### src/rtl/obstacle_pkg.sv
// rtl/obstacle_pkg.sv - shared obstacle colour type, mode encodings and default palette
package obstacle_pkg;

   typedef logic [11:0] rgb12;

   typedef enum logic [1:0] {
      MODE_FLAT   = 2'd0,
      MODE_HILITE = 2'd1,
      MODE_BLANK  = 2'd2,
      MODE_RSVD   = 2'd3
   } mode_e;

   localparam rgb12 DEF_MORTAR_COLOR = 12'hFFF;
   localparam rgb12 DEF_BRICK_COLOR  = 12'h000;
   localparam rgb12 DEF_HILITE_COLOR = 12'h444;
   localparam rgb12 BLANK_COLOR      = 12'h000;

endpackage

### src/rtl/brick_pattern_eval.sv
// rtl/brick_pattern_eval.sv - combinational brick geometry: (row, scrolled col, mode) -> colour
module brick_pattern_eval
   import obstacle_pkg::*;
#(
   parameter int   TILE_W       = 32,
   parameter int   BRICK_W      = 10,
   parameter int   BRICK_H      = 6,
   parameter rgb12 MORTAR_COLOR = DEF_MORTAR_COLOR,
   parameter rgb12 BRICK_COLOR  = DEF_BRICK_COLOR,
   parameter rgb12 HILITE_COLOR = DEF_HILITE_COLOR
) (
   input  logic [$clog2(TILE_W)-1:0] row,
   input  logic [$clog2(TILE_W)-1:0] cs,
   input  logic [1:0]                mode,
   input  logic                      oor,
   output logic [11:0]               color
);

   localparam int AW = $clog2(TILE_W);
   // One extra bit so BRICK_x == TILE_W (a power of two) still fits as a divisor
   localparam int XW = AW + 1;

   logic [XW-1:0] course;
   logic [XW-1:0] rr;
   logic [XW-1:0] cc;
   logic          course_odd;
   logic          mortar;
   logic          blank;

   always_comb begin
      course     = {1'b0, row} / XW'(BRICK_H);
      rr         = {1'b0, row} % XW'(BRICK_H);
      course_odd = (course & XW'(1)) != '0;
      cc         = ({1'b0, cs} + (course_odd ? XW'(BRICK_W / 2) : '0)) % XW'(BRICK_W);
      mortar     = (rr == XW'(BRICK_H - 1)) || (cc == XW'(BRICK_W - 1));
      blank      = oor || (mode == MODE_BLANK) || (mode == MODE_RSVD);

      color = BRICK_COLOR;
      if (blank) begin
         color = BLANK_COLOR;
      end else if (mortar) begin
         color = MORTAR_COLOR;
      end else if ((mode == MODE_HILITE) && (rr == '0)) begin
         color = HILITE_COLOR;
      end
   end

endmodule

### src/rtl/brick_tile_gen.sv
// rtl/brick_tile_gen.sv - two-stage brick texture pipeline with per-frame scroll and mode
module brick_tile_gen
   import obstacle_pkg::*;
#(
   parameter int   TILE_W       = 32,
   parameter int   BRICK_W      = 10,
   parameter int   BRICK_H      = 6,
   parameter rgb12 MORTAR_COLOR = DEF_MORTAR_COLOR,
   parameter rgb12 BRICK_COLOR  = DEF_BRICK_COLOR,
   parameter rgb12 HILITE_COLOR = DEF_HILITE_COLOR
) (
   input  logic                      clk,
   input  logic                      reset_n,
   input  logic                      pix_valid,
   input  logic [$clog2(TILE_W)-1:0] row,
   input  logic [$clog2(TILE_W)-1:0] col,
   input  logic                      frame_tick,
   input  logic [$clog2(TILE_W)-1:0] scroll_step,
   input  logic [1:0]                mode_req,
   output logic [11:0]               color_data,
   output logic                      color_valid
);

   localparam int AW = $clog2(TILE_W);

   // Single conditional subtract is enough since both operands are below TILE_W
   function automatic logic [AW-1:0] wrap_add(input logic [AW-1:0] a, input logic [AW-1:0] b);
      logic [AW:0] sum;
      sum = {1'b0, a} + {1'b0, b};
      if (sum >= (AW+1)'(TILE_W)) begin
         sum = sum - (AW+1)'(TILE_W);
      end
      return sum[AW-1:0];
   endfunction

   logic [AW-1:0] scroll;
   logic [1:0]    mode;

   logic          s1_valid;
   logic [AW-1:0] s1_row;
   logic [AW-1:0] s1_cs;
   logic          s1_oor;
   logic [1:0]    s1_mode;

   rgb12          pixel;

   always_ff @(posedge clk or negedge reset_n) begin
      if (!reset_n) begin
         scroll <= '0;
         mode   <= MODE_FLAT;
      end else if (frame_tick) begin
         scroll <= wrap_add(scroll, scroll_step);
         mode   <= mode_req;
      end
   end

   // Stage 1 samples the pre-tick scroll/mode, so a coincident tick lands on the next pixel
   always_ff @(posedge clk or negedge reset_n) begin
      if (!reset_n) begin
         s1_valid <= 1'b0;
         s1_row   <= '0;
         s1_cs    <= '0;
         s1_oor   <= 1'b0;
         s1_mode  <= MODE_FLAT;
      end else begin
         s1_valid <= pix_valid;
         if (pix_valid) begin
            s1_row  <= row;
            s1_cs   <= wrap_add(col, scroll);
            s1_oor  <= ({1'b0, row} >= (AW+1)'(TILE_W)) || ({1'b0, col} >= (AW+1)'(TILE_W));
            s1_mode <= mode;
         end
      end
   end

   brick_pattern_eval #(
      .TILE_W       (TILE_W),
      .BRICK_W      (BRICK_W),
      .BRICK_H      (BRICK_H),
      .MORTAR_COLOR (MORTAR_COLOR),
      .BRICK_COLOR  (BRICK_COLOR),
      .HILITE_COLOR (HILITE_COLOR)
   ) u_eval (
      .row   (s1_row),
      .cs    (s1_cs),
      .mode  (s1_mode),
      .oor   (s1_oor),
      .color (pixel)
   );

   always_ff @(posedge clk or negedge reset_n) begin
      if (!reset_n) begin
         color_valid <= 1'b0;
         color_data  <= 12'h000;
      end else begin
         color_valid <= s1_valid;
         if (s1_valid) begin
            color_data <= pixel;
         end
      end
   end

endmodule
### config.mk
export PLATFORM = sky130hd
export DESIGN_NAME = brick_tile_gen
export DESIGN_NICKNAME = d
export VERILOG_FILES = /design/src/rtl/obstacle_pkg.sv /design/src/rtl/brick_pattern_eval.sv /design/src/rtl/brick_tile_gen.sv
export SDC_FILE = /design/constraint.sdc
export NUM_CORES = 1
export LEC_CHECK = 0
export BUFFER_PORTS_ARGS = -buffer_cell sky130_fd_sc_hd__buf_2
export CAP_MARGIN = 15
export CORE_MARGIN = 10
export CORE_UTILIZATION = 43
export DETAILED_ROUTE_END_ITERATION = 7
export GPL_TIMING_DRIVEN = 0
export PLACE_DENSITY = 0.73
export SETUP_SLACK_MARGIN = 0.1
export SLEW_MARGIN = 15
export SYNTH_ARGS = -nofsm -noshare
export SYNTH_HDL_FRONTEND = slang
export SYNTH_SLANG_ARGS = --single-unit
### constraint.sdc
create_clock -name clk -period 8.8 [get_ports clk]
set_clock_uncertainty 0.15 [all_clocks]
set_input_delay 0.44 -clock clk [delete_from_list [all_inputs] [get_ports clk]]
set_output_delay 0.44 -clock clk [all_outputs]
set_load 0.005 [all_outputs]
======== Word-level counts from Yosys, hierarchy flattened ========
Index checks and enable logic that the tools add are counted.
storage, ports and cells
  register bits after elaboration ......... 33
  logic and storage cells ................. 33
  output and inout port bits .............. 13
operators by class
  divide/modulo/power cells ............... 3
  magnitude comparators ................... 2
  muxes and demuxes ....................... 6
  add/subtract/negate cells ............... 5
  equal/unequal tests ..................... 5
  reduce and logical (&&, ||, !) cells .... 4
operators by type and width
  kind                   number
  $mux W12               2
  $add A5 B5 Y6          2
  $ge A6 B6 Y1 const B   2
  $mux W11               1
  $mux W5                2
  $sub A5 B1 Y5 const B  2
  $add A5 B6 Y6          1
  $div A5 B3 Y6 const B  1
  $eq A6 B3 Y1 const B   1
  $eq A6 B4 Y1 const B   1
  $logic_not A6 Y1       1
  $mod A5 B3 Y6 const B  1
  $mod A6 B4 Y6 const B  1
  $eq A2 B2 Y1 const B   2
  $mux W3                1
  $eq A2 B1 Y1 const B   1
  $logic_or A1 B1 Y1     2
  $logic_and A1 B1 Y1    1

======== Depth between registers and ports, before layout ========
  depth in word-level cells ............... 8
  mapped depth ............................ 15
  depth with buffers taken out ............ 13

======== Modules after synthesis ========
From an unflattened synthesis, not the netlist that was laid out.
second synthesis, totals
  cells, all modules ...................... 182
  area, all modules ....................... 2,122.0 µm²
by module, submodules not included
  module              area each (µm²)  cells each  instances
  brick_tile_gen      1,531.5          109         1
  brick_pattern_eval  590.6            73          1

======== Least setup slack after synthesis ========
No wires, ideal clock.
  path type ............................... reg2reg
  start point ............................. register s1_row[2]
  end point ............................... register color_data[10]
  setup slack ............................. 5,603 ps
  data required time ...................... 8,521 ps
  arrival time ............................ 2,918 ps
  stages on the path, launching flop included .. 16
  cells stage by stage .................... dfrtp_1 clkbuf_1 o21ai_0 a21oi_1 a311o_1 ha_1 ha_1 buf_2 a21oi_1 nor2b_1 xnor2_1 ha_1 nor4b_1 and4b_1 a21oi_1 nand3_1
on the way
  cells in the longest elaborated chain, start to end .. 8
  elaborated cells on any way between the ends .. 13
  those cells by class .................... add/sub: 1; div: 3; eq/ne: 2; mux: 4; reduce/logical: 3
ends and longest elaborated chain
  item                    line                      source
  from (decl)             brick_tile_gen.sv:40      logic [AW-1:0] s1_row;
  from (signal assigned)  brick_tile_gen.sv:68      s1_row <= row;
  $div A5 B3 Y6           brick_pattern_eval.sv:31  course = {1'b0, row} / XW'(BRICK_H);
  $mux W3                 brick_pattern_eval.sv:34  cc = ({1'b0, cs} + (course_odd ? XW'(BRICK_W / 2) : '0)) % XW'(BRICK_W);
  $add A5 B6 Y6           brick_pattern_eval.sv:34
  $mod A6 B4 Y6           brick_pattern_eval.sv:34
  $eq A6 B4 Y1            brick_pattern_eval.sv:35  mortar = (rr == XW'(BRICK_H - 1)) || (cc == XW'(BRICK_W - 1));
  $logic_or A1 B1 Y1      brick_pattern_eval.sv:35
  $mux W12 (*)            brick_pattern_eval.sv:41  end else if (mortar) begin
  $mux W12 (*)            brick_pattern_eval.sv:39  if (blank) begin
  to (signal assigned)    brick_tile_gen.sv:98      color_data <= pixel;
  to (decl)               brick_tile_gen.sv:20      output logic [11:0] color_data,
Mark *: on every way between the ends. The rest lies on a longest branch, timed or not.
A chain may end at the register's enable or synchronous reset.

======== Worst setup path in the final report ========
Ends and elaborated chain as after synthesis.

==> impl_metrics.toml <==
[logic_synthesis]
synth_area_leaders = "dfrtp_1, ha_1, mux2_2"
synth_cell_type_count = 45
yosysTopAreaCellShare = 0.347
seq_area_frac_synth = 0.347
synth_fp_nets = 200
async_flop_share = 1.00
synth_ff_type = "dfrtp_1"
yosysTopAreaCell = "dfrtp_1"
syn_inst = 164
synth_edf_count = 0
ys_seq_elements = 23
yosysWarnings = 0
syn_area_per_cell_um2 = 10.1
synth_area_um2 = 1660

[finish]
layout_common_cells = "buf_2, dfrtp_1, ha_1"
fillCellCount = 361
drive_gt1_frac = 0.308
antenna_cells = 0
layout_commonest_cell = "buf_2"
area_growth_pct = 16.7
nets = 238

[die]
ios = 34
die_w_um = 82.1
initial_core_util = 0.449
core_area_um2 = 3690
die_area_um2 = 6740
core.rowCount = 22
dieHeight_um = 82.1

[placed_design]
gp_congestion = 0.847
dp_slack_ns = 5.27
port_buffers = 32
hpwl_um = 2510

[clock_network]
cts_sinks = 23
cts.reportedPaths.clkPinSlew_ns = 0.08
cts-resized-gates = 0
cts_max_level = 1
root_buffer = "clkbuf_8"
post_cts_buffers = 0
worstSkewPairLatency_ns = 0.26
cts_tree = "done"
cts_buffers = 3
clk_path_buf_depth = 2

[setup_path]
worst_ep_required_time_ns = 8.80
cp-end-kind = "flop"
critical_path.cell_chain = "clkbuf_1, o21ai_0, a21oi_1, a311o_1, ha_1, ha_1, buf_2, a21oi_1, nor2b_1, xnor2_1, ha_1, nor4b_1, and4b_1, a21oi_1, nand3_1"
cp-start-kind = "flop"
critPathMaxFanout = 10
arrival_ns = 3.51
critPathKind = "flop to flop"
slowest_stage = "dfrtp_1"
crit_path_max_incr_delay_ns = 0.41

[timing]
fmax_ghz = 0.285
rsz0062_at_grt = "false"
min_period_ns = 3.51
slew_headroom = 0.648
fin_tns_setup_ns = 0
timing.hold.ws_ns = 0.223
finalSetupViolCount = 0
hold_viol = 0
setup_ws_ns = 5.29
maxSlewViolCount = 0
worst_pin_slew_ns = 0.529
fin_crit_sh = 0.399

[routing]
drt_iter0_markers = 44
drc = 0
via_per_inst = 5.04
vias = 1254
wl_per_cell_um = 12.5
totalWireLength_um = 3110
dr.pass1.iters = 4
ant_nets = 0

[grt]
grt_usage = 0.0976
antenna_found_initial = 0
gr-total-overflow = 0
grt_max_degree = 24
grt_pass1_vias = 1234
grt_pass1_wl_um = 5390

[power]
p_leak_uw = 0.000946
peakVddDrop_v = 0.000156
power_density_nw_per_um2 = 277

[flow_run]
drv_cap = 0

[status]
status = "finished, final reports clean"

[min_path]
min_path_type = "input port to flop"
-- Yosys cell counts (2+ instances only) --
library cell  instances
o22ai_1               2
buf_4                11
nor2b_1               5
a21oi_1              10
clkbuf_1              5
o21ai_0               6
mux2_2               11
or3b_1                2
mux2_1                3
xor2_1                2
a21o_1                3
xnor2_1              10
o21bai_1              2
fa_1                  2
a31oi_1               2
nand3b_1              4
nand2_1               8
and3b_1               2
nor2_1                4
nor3b_1               2
ha_1                 13
nand3_1               2
dfrtp_1              23
inv_1                 9
-- cell families (layout without fill, tap and decap cells) --
family,Yosys count,count (layout),share of synthesized area
AND/OR/NAND/NOR,38,38,0.144
AO/OA/AOI/OAI,34,34,0.130
buffers and inverters,27,64,0.0914
flip-flops,23,23,0.347
adder cells (fa/ha/maj),15,15,0.122
multiplexers,15,15,0.101
XOR/XNOR,12,12,0.0634
-- state kept, by name, summed over array words and instances (netlist names) --
| name | count |
|---|---|
| color_data | 2 |
| color_valid | 1 |
| mode | 2 |
| s1_cs | 5 |
| s1_mode | 2 |
| s1_row | 5 |
| s1_valid | 1 |
| scroll | 5 |
-- where the power goes --
part | switching (uW) | internal (uW)
logic | 132 | 169
clock network | 34.5 | 31.6
registers | 29.0 | 139
total | 195 | 340
-- layer usage --
| metal | GRT usage | routed length, um | part of all wire |
|---|---|---|---|
| met1 | 0.120 | 1400 | 0.45 |
| met2 | 0.165 | 1490 | 0.48 |
| met3 | 0.0262 | 186 | 0.060 |
| met4 | 0.0255 | 36 | 0.012 |
| met5 | 0 | 0 | 0 |
-- layout make-up --
cell class | count | area (um2) | area share
sequential | 23 | 576 | 0.298
buffer | 18 | 118 | 0.0608
clock buffer | 3 | 41.3 | 0.0214
timing repair buffer | 33 | 170 | 0.0880
multi-input combinational | 114 | 930 | 0.481
clock inverter | 1 | 5.00 | 0.00259
inverter | 9 | 33.8 | 0.0175
tap | 48 | 60.1 | 0.0311
-- final timing paths --
check | start | end | slack (ns) | cells after the start
setup / recovery | s1_row[2] | color_data[10] | 5.29 | 15
hold / removal | pix_valid | s1_valid | 0.22 | 1
setup reg to reg | s1_row[2] | color_data[10] | 5.29 | 15
hold reg to reg | s1_valid | color_valid | 0.26 | 0
max in group asynchronous | reset_n | color_data[10] | 7.60 | 2
min in group asynchronous | reset_n | scroll[1] | 0.55 | 2
-- worst max-delay path, delay by kind of cell, from the launching register on --
kind	cells	cell delay, ns
flip-flops	1	0.41
AO/OA/AOI/OAI	5	0.85
buffers and inverters	2	0.38
XOR/XNOR	1	0.12
AND/OR/NAND/NOR	4	0.77
adder cells (fa/ha/maj)	3	0.72
-- stage by stage --
step	cells	area, um2	util	total power, uW
floorplan	164	1660	-	399
global placement	244	1880	0.509	466
detailed placement	244	1880	0.509	475
CTS	249	1930	0.524	544
global route	249	1930	0.524	592
finish	249	1930	0.524	535
-- what timing repair did --
item | 4_1_cts | 5_1_grt
endpoints found under the hold margin | 8 | 0
hold buffers | 1 | 0
setup endpoints to repair | 0 | 0
(Power assumes the default switching activity.)
